==> config.mk <==
export PLATFORM = sky130hd
export DESIGN_NAME = ucore_port_fifo_flat
export DESIGN_NICKNAME = d
export VERILOG_FILES = /design/src/rtl/ucore_pkg.sv /design/src/rtl/ucore_port_fifo_if.sv /design/src/rtl/ucore_fifo_mem.sv /design/src/rtl/ucore_port_fifo.sv /design/src/flat_wrapper.sv
export SDC_FILE = /design/constraint.sdc
export NUM_CORES = 1
export LEC_CHECK = 0
export BUFFER_PORTS_ARGS = -buffer_cell sky130_fd_sc_hd__buf_2
export CORE_MARGIN = 5
export CORE_UTILIZATION = 43
export DETAILED_ROUTE_END_ITERATION = 16
export SYNTH_ARGS = -nofsm -noshare
export SYNTH_HDL_FRONTEND = slang
export SYNTH_SLANG_ARGS = --single-unit
==> constraint.sdc <==
create_clock -name clk -period 2.8 [get_ports clk]
set_input_delay 0.42 -clock clk [delete_from_list [all_inputs] [get_ports clk]]
set_output_delay 0.42 -clock clk [all_outputs]
set_load 0.01 [all_outputs]
==> src/rtl/ucore_pkg.sv <==
`default_nettype none
// ============================================================================
// Module   : ucore_pkg
// Brief    : Shared defaults, count-width helper and status bit indices.
// Revision : 1.0
// ============================================================================
package ucore_pkg;

  localparam int UCORE_WIDTH_DEF = 32;
  localparam int UCORE_DEPTH_DEF = 4;

  // Error flag positions, shared with any packed status port
  localparam int ERR_OVF_BIT = 0;
  localparam int ERR_UNF_BIT = 1;
  localparam int ERR_W       = 2;

  // Occupancy needs one bit more than a pointer to represent "full"
  function automatic int cnt_width(input int depth);
    return $clog2(depth) + 1;
  endfunction

endpackage
`default_nettype wire

==> src/rtl/ucore_port_fifo_if.sv <==
`default_nettype none
// ============================================================================
// Module   : ucore_port_fifo_if
// Brief    : Producer stream, core port and status bundle of the port FIFO.
// Revision : 1.0
// ============================================================================
interface ucore_port_fifo_if #(
  parameter int WIDTH = 32,
  parameter int CW    = 3
);
  logic             s_valid;
  logic             s_ready;
  logic [WIDTH-1:0] s_data;
  logic             port_valid;
  logic [WIDTH-1:0] port_data;
  logic             pop_req;
  logic [CW-1:0]    count;
  logic             err_ovf;
  logic             err_unf;
  logic             err_clr;

  modport slave (
    input  s_valid, s_data, pop_req, err_clr,
    output s_ready, port_valid, port_data, count, err_ovf, err_unf
  );

  modport master (
    output s_valid, s_data, pop_req, err_clr,
    input  s_ready, port_valid, port_data, count, err_ovf, err_unf
  );
endinterface
`default_nettype wire

==> src/rtl/ucore_fifo_mem.sv <==
`default_nettype none
// ============================================================================
// Module   : ucore_fifo_mem
// Brief    : DEPTH x WIDTH register array, one write port, async read port.
// Revision : 1.0
// ============================================================================
module ucore_fifo_mem #(
  parameter int WIDTH = 32,
  parameter int DEPTH = 4
) (
  input  logic                     clk,
  input  logic                     aresetn,
  input  logic                     we_i,
  input  logic [$clog2(DEPTH)-1:0] waddr_i,
  input  logic [WIDTH-1:0]         wdata_i,
  input  logic [$clog2(DEPTH)-1:0] raddr_i,
  output logic [WIDTH-1:0]         rdata_o
);

  logic [WIDTH-1:0] mem_q [DEPTH];

  // Cleared on reset so the head word is never X while empty
  always_ff @(posedge clk or negedge aresetn) begin
    if (!aresetn) begin
      for (int i = 0; i < DEPTH; i++) begin
        mem_q[i] <= '0;
      end
    end else if (we_i) begin
      mem_q[waddr_i] <= wdata_i;
    end
  end

  assign rdata_o = mem_q[raddr_i];

endmodule
`default_nettype wire

==> src/rtl/ucore_port_fifo.sv <==
`default_nettype none
// ============================================================================
// Module   : ucore_port_fifo
// Brief    : First-word-fall-through input buffer feeding a ucore FSM port.
// Revision : 1.0
// ============================================================================
module ucore_port_fifo
  import ucore_pkg::*;
#(
  parameter int WIDTH = UCORE_WIDTH_DEF,
  parameter int DEPTH = UCORE_DEPTH_DEF
) (
  input  logic               clk,
  input  logic               aresetn,
  ucore_port_fifo_if.slave   bus
);

  localparam int AW = $clog2(DEPTH);
  localparam int CW = cnt_width(DEPTH);
  localparam logic [CW-1:0] FULL_CNT  = CW'(DEPTH);
  localparam logic [CW-1:0] STALL_MAX = {CW{1'b1}};

  logic [AW-1:0]    wr_ptr_q, wr_ptr_d;
  logic [AW-1:0]    rd_ptr_q, rd_ptr_d;
  logic [CW-1:0]    count_q,  count_d;
  logic [CW-1:0]    stall_q,  stall_d;
  logic             s_ready_q, s_ready_d;
  logic [ERR_W-1:0] err_q,    err_d;

  logic             w_push;
  logic             w_pop;
  logic             w_stall;
  logic             w_ovf_set;
  logic             w_unf_set;
  logic [WIDTH-1:0] w_head;

  always_comb begin
    w_push    = bus.s_valid && s_ready_q;
    w_pop     = bus.pop_req && (count_q != '0);
    w_stall   = bus.s_valid && !s_ready_q;
    w_unf_set = bus.pop_req && (count_q == '0);

    wr_ptr_d  = w_push ? wr_ptr_q + AW'(1) : wr_ptr_q;
    rd_ptr_d  = w_pop  ? rd_ptr_q + AW'(1) : rd_ptr_q;
    count_d   = count_q + CW'(w_push) - CW'(w_pop);
    s_ready_d = (count_d < FULL_CNT);

    // Saturating run length of blocked push attempts
    if (!w_stall) begin
      stall_d = '0;
    end else if (stall_q == STALL_MAX) begin
      stall_d = stall_q;
    end else begin
      stall_d = stall_q + CW'(1);
    end
    w_ovf_set = (stall_d > FULL_CNT);

    // A set condition wins over a same-cycle clear
    err_d              = err_q;
    err_d[ERR_OVF_BIT] = w_ovf_set | (err_q[ERR_OVF_BIT] & ~bus.err_clr);
    err_d[ERR_UNF_BIT] = w_unf_set | (err_q[ERR_UNF_BIT] & ~bus.err_clr);
  end

  always_ff @(posedge clk or negedge aresetn) begin
    if (!aresetn) begin
      wr_ptr_q  <= '0;
      rd_ptr_q  <= '0;
      count_q   <= '0;
      stall_q   <= '0;
      s_ready_q <= 1'b0;
      err_q     <= '0;
    end else begin
      wr_ptr_q  <= wr_ptr_d;
      rd_ptr_q  <= rd_ptr_d;
      count_q   <= count_d;
      stall_q   <= stall_d;
      s_ready_q <= s_ready_d;
      err_q     <= err_d;
    end
  end

  ucore_fifo_mem #(
    .WIDTH (WIDTH),
    .DEPTH (DEPTH)
  ) u_mem (
    .clk     (clk),
    .aresetn (aresetn),
    .we_i    (w_push),
    .waddr_i (wr_ptr_q),
    .wdata_i (bus.s_data),
    .raddr_i (rd_ptr_q),
    .rdata_o (w_head)
  );

  assign bus.s_ready    = s_ready_q;
  assign bus.port_valid = (count_q != '0);
  assign bus.port_data  = w_head;
  assign bus.count      = count_q;
  assign bus.err_ovf    = err_q[ERR_OVF_BIT];
  assign bus.err_unf    = err_q[ERR_UNF_BIT];

endmodule
`default_nettype wire

==> src/flat_wrapper.sv <==
// flat-port wrapper written by rule: the top's interface ports become plain ports
module ucore_port_fifo_flat import ucore_pkg::*;
#(
  parameter int WIDTH = UCORE_WIDTH_DEF,
  parameter int DEPTH = UCORE_DEPTH_DEF
)
  (clk, aresetn, bus_s_valid, bus_s_data, bus_pop_req, bus_err_clr, bus_s_ready, bus_port_valid, bus_port_data, bus_count, bus_err_ovf, bus_err_unf);
  ucore_port_fifo_if #(.WIDTH(WIDTH)) bus_i ();
  input  logic clk;
  input  logic aresetn;
  input wire logic [$bits(bus_i.s_valid)-1:0] bus_s_valid;
  input wire logic [$bits(bus_i.s_data)-1:0] bus_s_data;
  input wire logic [$bits(bus_i.pop_req)-1:0] bus_pop_req;
  input wire logic [$bits(bus_i.err_clr)-1:0] bus_err_clr;
  output wire logic [$bits(bus_i.s_ready)-1:0] bus_s_ready;
  output wire logic [$bits(bus_i.port_valid)-1:0] bus_port_valid;
  output wire logic [$bits(bus_i.port_data)-1:0] bus_port_data;
  output wire logic [$bits(bus_i.count)-1:0] bus_count;
  output wire logic [$bits(bus_i.err_ovf)-1:0] bus_err_ovf;
  output wire logic [$bits(bus_i.err_unf)-1:0] bus_err_unf;
  assign bus_i.s_valid = bus_s_valid;
  assign bus_i.s_data = bus_s_data;
  assign bus_i.pop_req = bus_pop_req;
  assign bus_i.err_clr = bus_err_clr;
  assign bus_s_ready = bus_i.s_ready;
  assign bus_port_valid = bus_i.port_valid;
  assign bus_port_data = bus_i.port_data;
  assign bus_count = bus_i.count;
  assign bus_err_ovf = bus_i.err_ovf;
  assign bus_err_unf = bus_i.err_unf;
  ucore_port_fifo #(.WIDTH(WIDTH), .DEPTH(DEPTH)) u_core (.clk(clk), .aresetn(aresetn), .bus(bus_i));
endmodule
After elaboration in Yosys (flattened, before gate mapping)
Index checks and enable logic that the tools add are counted.
{ "op_classes": {"n_eq_ne": 1, "n_bitwise": 7, "addsub": 5, "n_lt_le_gt_ge": 5, "n_reduce_logical": 8, "n_mux": 8} }
{ "op_table": {"columns": ["op", "count"], "rows": [
  ["128-bit bitwise mux", 1],
  ["32-bit two-way mux", 3],
  ["32-bit binary-select mux with 2-bit select", 1],
  ["32-bit demux with 2-bit select", 1],
  ["3-bit >= comparator, second input constant", 2],
  ["3-bit two-way mux", 2],
  ["2-bit inverter with 3-bit output", 2],
  ["1-bit logical AND", 5],
  ["2-bit by 1-bit adder with 2-bit output, second input constant", 2],
  ["3-bit by 1-bit adder with 3-bit output", 1],
  ["3-bit by 1-bit adder with 3-bit output, second input constant", 1],
  ["3-bit == test, second input constant", 1],
  ["3-bit > comparator, second input constant", 1],
  ["3-bit zero test", 1],
  ["3-bit by 1-bit < comparator with 1-bit output, second input constant", 1],
  ["3-bit < comparator, second input constant", 1],
  ["3-bit nonzero test", 1],
  ["3-bit by 1-bit subtractor with 3-bit output", 1],
  ["1-bit AND", 2],
  ["1-bit bitwise OR", 2],
  ["1-bit zero test", 1],
  ["1-bit inverter", 1]
]} }
{ "totals": {"out_inout_bits": 39, "reg_bits": 141, "inputBits": 37, "word_cells": 44} }

Longest topological paths before layout
{ "depth": {"word_depth": 6, "mapped_depth": 9, "depth_no_buf": 9} }

By module
From an unflattened synthesis, not the netlist that was laid out.
{ "hier_totals": {"cells_unflattened": 360, "area_unflattened_um2": 6073.3} }
{ "by_module_without_submodules": {"columns": ["mod", "n_inst", "seq_area_each_um2", "area_each_um2", "cells_per_inst"], "rows": [
  ["ucore_fifo_mem", 1, 3203.1, 5504.0, 311],
  ["ucore_port_fifo", 1, 325.3, 569.3, 49]
]} }

Worst setup path before layout
OpenSTA, ideal clock, no wires.
{ "synth_path": {"path_type": "flip-flop to flip-flop", "startpoint": "register u_core.count_q[1] (netlist: u_core.bus.count[1])", "endpoint": "register u_core.count_q[2] (netlist: u_core.bus.count[2])", "stages_incl_launch_ff": 10, "setup_ns": 0.121, "synth_period_minus_slack_ns": 2.154, "arrival_time_ns": 2.033, "n_path_buf": 0, "setup_slack_ns": 0.646, "required_ns": 2.679, "path_cell_list": "dfrtp_1 -> o31a_1 -> ha_1 -> inv_1 -> ha_1 -> inv_1 -> fa_1 -> xnor2_1 -> xor2_1 -> inv_1"} }
{ "synth_between": {"elab_chain_cells": 3, "elab_cells_between_ends": 4, "classes_between": "2 x add/sub; 2 x reduce/logical"} }
{ "synth_rtl": {"columns": ["item", "line_no", "rtl"], "rows": [
  ["start, declared", "ucore_port_fifo.sv:25", "logic [CW-1:0] count_q, count_d;"],
  ["start signal, assigned", "ucore_port_fifo.sv:75", "count_q <= count_d;"],
  ["3-bit nonzero test", "ucore_port_fifo.sv:39", "w_pop = bus.pop_req && (count_q != '0);"],
  ["1-bit logical AND", "ucore_port_fifo.sv:39", null],
  ["net u_core.w_pop", "ucore_port_fifo.sv:31", "logic w_pop;"],
  ["3-bit by 1-bit subtractor with 3-bit output", "ucore_port_fifo.sv:45", "count_d = count_q + CW'(w_push) - CW'(w_pop);"],
  ["net u_core.count_d[2]", "ucore_port_fifo.sv:25", null]
]} }
The timed path passes the listed nets, and every way through them passes these cells.
A chain may end at the register's enable or synchronous reset.

Worst setup path after layout
Ends and elaborated chain as after synthesis.

==> impl_metrics.csv <==
group,metric,value,unit
worst_setup_path,crit_top_cell,"inv_1",
synthesis,synth_edf_count,0,
worst_setup_path,worstSetupPathType,"register to register",
sta,rsz0062_at_grt,"false",
sta,tns,0,ns
die,core_area,0.01577,mm2
placed_design,dp_slack,0.4625,ns
synthesis,yosysSeqAreaShare,51.60,%
grt,grt_pass1_wl,21.20,mm
placed_design,post-dp-hpwl,7.787,mm
synthesis,synth.most_common_cell,"dfrtp_1",
worst_hold_path,hp-class,"input pin to register",
synthesis,synth-seq-cells,141,
worst_setup_path,worst_path_largest_cell_delay,0.45,ns
synthesis,ys.flop_type,"dfrtp_1",
synthesis,synth_xor_area_share,0.7685,%
final_layout,area_growth_syn_to_layout,14.31,%
synthesis,netlist_instances,367,
worst_setup_path,end_kind,"register",
worst_setup_path,startpoint_type,"register",
final_layout,fill_cells,1359,
clocking,tritoncts,"built",
placed_design,placed_area,0.007237,mm2
synthesis,ys_types,26,
sta,hold_viol_final,0,
routing,ant_nets,0,
routing,routedWlPerCell,19.38,um
sta,worst_pin_slew,0.5497,ns
synthesis,synthTopCellsByArea,"dfrtp_1 (52%), mux2_4 (26%), mux4_2 (11%), buf_12 (3.8%), mux2_2 (1.3%)",
die,rows,46,
clocking,clkLatencyLatePin,0.42,ns
outcome,status,"finished clean",
final_layout,drive_above_1_share,59.83,%
synthesis,synth_top_family_by_area,"multiplexers",
pwr,pwr_density_cell,1295,mW/mm2
grt,grt_max_degree,61,
synthesis,yosysTopAreaCell,"dfrtp_1",
final_layout,post-route-util,49.56,%
grt,antenna_found_initial,0,
synthesis,netlist_top_cells_count,"dfrtp_1 (141), mux2_4 (120), mux4_2 (32)",
synthesis,synth_simple_gate_area_share,2.159,%
final_layout,layout.cells.non_filler,674,
clocking,post_cts_buffers,0,
flow_run,drv_cap,0,
sta,clock.fmax,429.1,MHz
routing,drc,0,
routing,drt-vias-per-instance,5.022,
routing,drt_iter0_drc,164,
synthesis,muxShareOfSynthArea,38.21,%
worst_setup_path,r2r-end,"u_core.bus.count[2]",
worst_hold_path,hold_depth,3,
final_layout,fin_area,0.007816,mm2
clocking,cts_buffer_depth,2,
grt,grt_pass1_vias,3902,
clocking,htreeDepth,4,
routing,drtPass1Iterations,6,
worst_setup_path,critPathArrivalTime,2.64,ns
pwr,finalPower,10.12,mW
pwr,peakVddDrop,0.0006494,V
synthesis,synth_top_cell_area_share,51.60,%
die,io_pins,76,
routing,vias,3385,
clocking,clkSlewWorstSetupHoldPaths,0.05,ns
synthesis,synth-adder-area-share,1.574,%
sta,setup_viol,0,
worst_setup_path,cp_max_fo,5,
synthesis,avgSynthCellArea,18.63,um2
worst_setup_path,crit_path_cell_trace,"o31a_1 > ha_1 > inv_1 > ha_1 > inv_1 > fa_1 > xnor2_1 > xor2_1 > inv_1",
synthesis,async_flop_share,100.0,%
die,die-area,0.01852,mm2
worst_setup_path,reg2reg_from,"u_core.bus.count[1]",
grt,grt-ovfl-total,0,
worst_setup_path,slowest_stage,"dfrtp_1",
sta,period_needed,2.331,ns
placed_design,dp.cells,642,
final_layout,layout.nets,491,
worst_hold_path,min_delay_worst_endpoint,"u_core.err_q[1]",
routing,routed_wl,13.06,mm
sta,skew,0.003482,ns
die,initial_core_util,43.36,%
synthesis,synthesis.nets,412,
worst_hold_path,hp-start,"bus_pop_req",
die,chipHeight,136.1,um
synthesis,synth_compound_area_share,0.5489,%
worst_setup_path,ff2ff_setup_slack,0.47,ns
final_layout,diodes,0,
die,die_w,136.1,um
placed_design,gp_congestion,0.6998,
sta,fin_crit_sh,83.23,%
synthesis,ys_warn_count,0,
sta,final_max_slew_viol_count,0,
grt,track_usage,15.33,%
synthesis,synth_area,0.006838,mm2
sta,slew_headroom,63.35,%
sta,fin_hold_ws,0.2381,ns
clocking,cts.sinks,141,
clocking,root_buffer,"clkbuf_16",
clocking,numCtsBuffers,17,
worst_setup_path,required,3.11,ns
worst_setup_path,r2r_cells,9,
pwr,static-leakage-power,3.869,nW
placed_design,io_buffers,75,
sta,fin_ws,0.4694,ns
==> layout by cell type, fill, tap and decap left out, drive strengths merged <==
| master | Yosys | routed |
|---|---|---|
| a21oi | 1 | 1 |
| a32o | 1 | 1 |
| and2 | 1 | 1 |
| buf | 20 | 80 |
| bufinv | 0 | 2 |
| clkbuf | 1 | 24 |
| clkinv | 0 | 4 |
| clkinvlp | 0 | 1 |
| dfrtp | 141 | 141 |
| dlygate4sd3 | 0 | 1 |
| fa | 1 | 1 |
| ha | 7 | 7 |
| inv | 9 | 9 |
| mux2 | 128 | 128 |
| mux4 | 32 | 32 |
| nand2 | 8 | 8 |
| nand3 | 1 | 1 |
| nand3b | 1 | 1 |
| nor2 | 3 | 3 |
| o21ai | 1 | 1 |
| o2bb2ai | 1 | 1 |
| o31a | 1 | 1 |
| or2b | 1 | 1 |
| or3 | 2 | 2 |
| xnor2 | 4 | 4 |
| xor2 | 2 | 2 |
==> worst max-delay path by stage <==
stage,from,endpoint,slack (ns),depth (start not counted)
final,u_core.bus.count[1],u_core.bus.count[2],0.47,9
after CTS,u_core.rd_ptr_q[0],bus_port_data[18],0.44,3
after global placement,u_core.bus.count[1],u_core.bus.count[2],0.63,9
after detailed placement,u_core.bus.count[1],u_core.bus.count[2],0.46,9
after global routing,u_core.bus.count[1],u_core.bus.count[2],0.33,9
after floorplan,u_core.bus.count[1],u_core.bus.count[2],0.65,9
==> power by group <==
| group | switching, mW | internal (mW) |
|---|---|---|
| registers | 0.631 | 3.06 |
| logic | 1.57 | 2.66 |
| clock network | 0.835 | 1.37 |
==> registers in the layout (all words and copies together), names as in the netlist <==
name                cells
u_core.rd_ptr_q         2
u_core.u_mem.mem_q    128
u_core.bus.s_ready      1
u_core.bus.count        3
u_core.wr_ptr_q         2
u_core.stall_q          3
u_core.err_q            2
==> layer usage <==
| layer | GRT usage [%] | routed length (um) | share of wire [%] |
|---|---|---|---|
| met1 | 20.38 | 6147 | 47 |
| met2 | 23.53 | 6078 | 47 |
| met3 | 5.699 | 672 | 5.1 |
| met4 | 4.703 | 161 | 1.2 |
| met5 | 0 | 0 | 0 |
==> worst max-delay path, delay by kind of cell (launching register included) <==
kind | cells | cell delay, ns
buf+inv | 3 | 0.18
compound gates | 1 | 0.38
xor+xnor | 2 | 0.41
flops | 1 | 0.45
fa+ha+maj | 3 | 0.80
==> area by class of cell <==
class	instances	area (um2)	area share, %
timing repair buffer	81	454.2	5.811
sequential	141	3531	45.17
clock buffer	24	481.7	6.163
clock inverter	7	87.58	1.121
tap	216	270.3	3.458
inverter	9	33.78	0.4322
multi-input combinational	196	2958	37.84
==> cells by family after synthesis <==
logic type,count (synthesis)
muxes,160
AOI/OAI and AO/OA,5
buffers and inverters,30
and+or+nand+nor,17
xor gates and xnor gates,6
DFF,141
adders and majority gates,8
==> what timing repair did <==
item / CTS / global route
hold endpoints to repair: 56 / 0
hold buffers: 1 / 0
gates resized for setup: 0 / 0
Power figures use the tool's default switching activity.
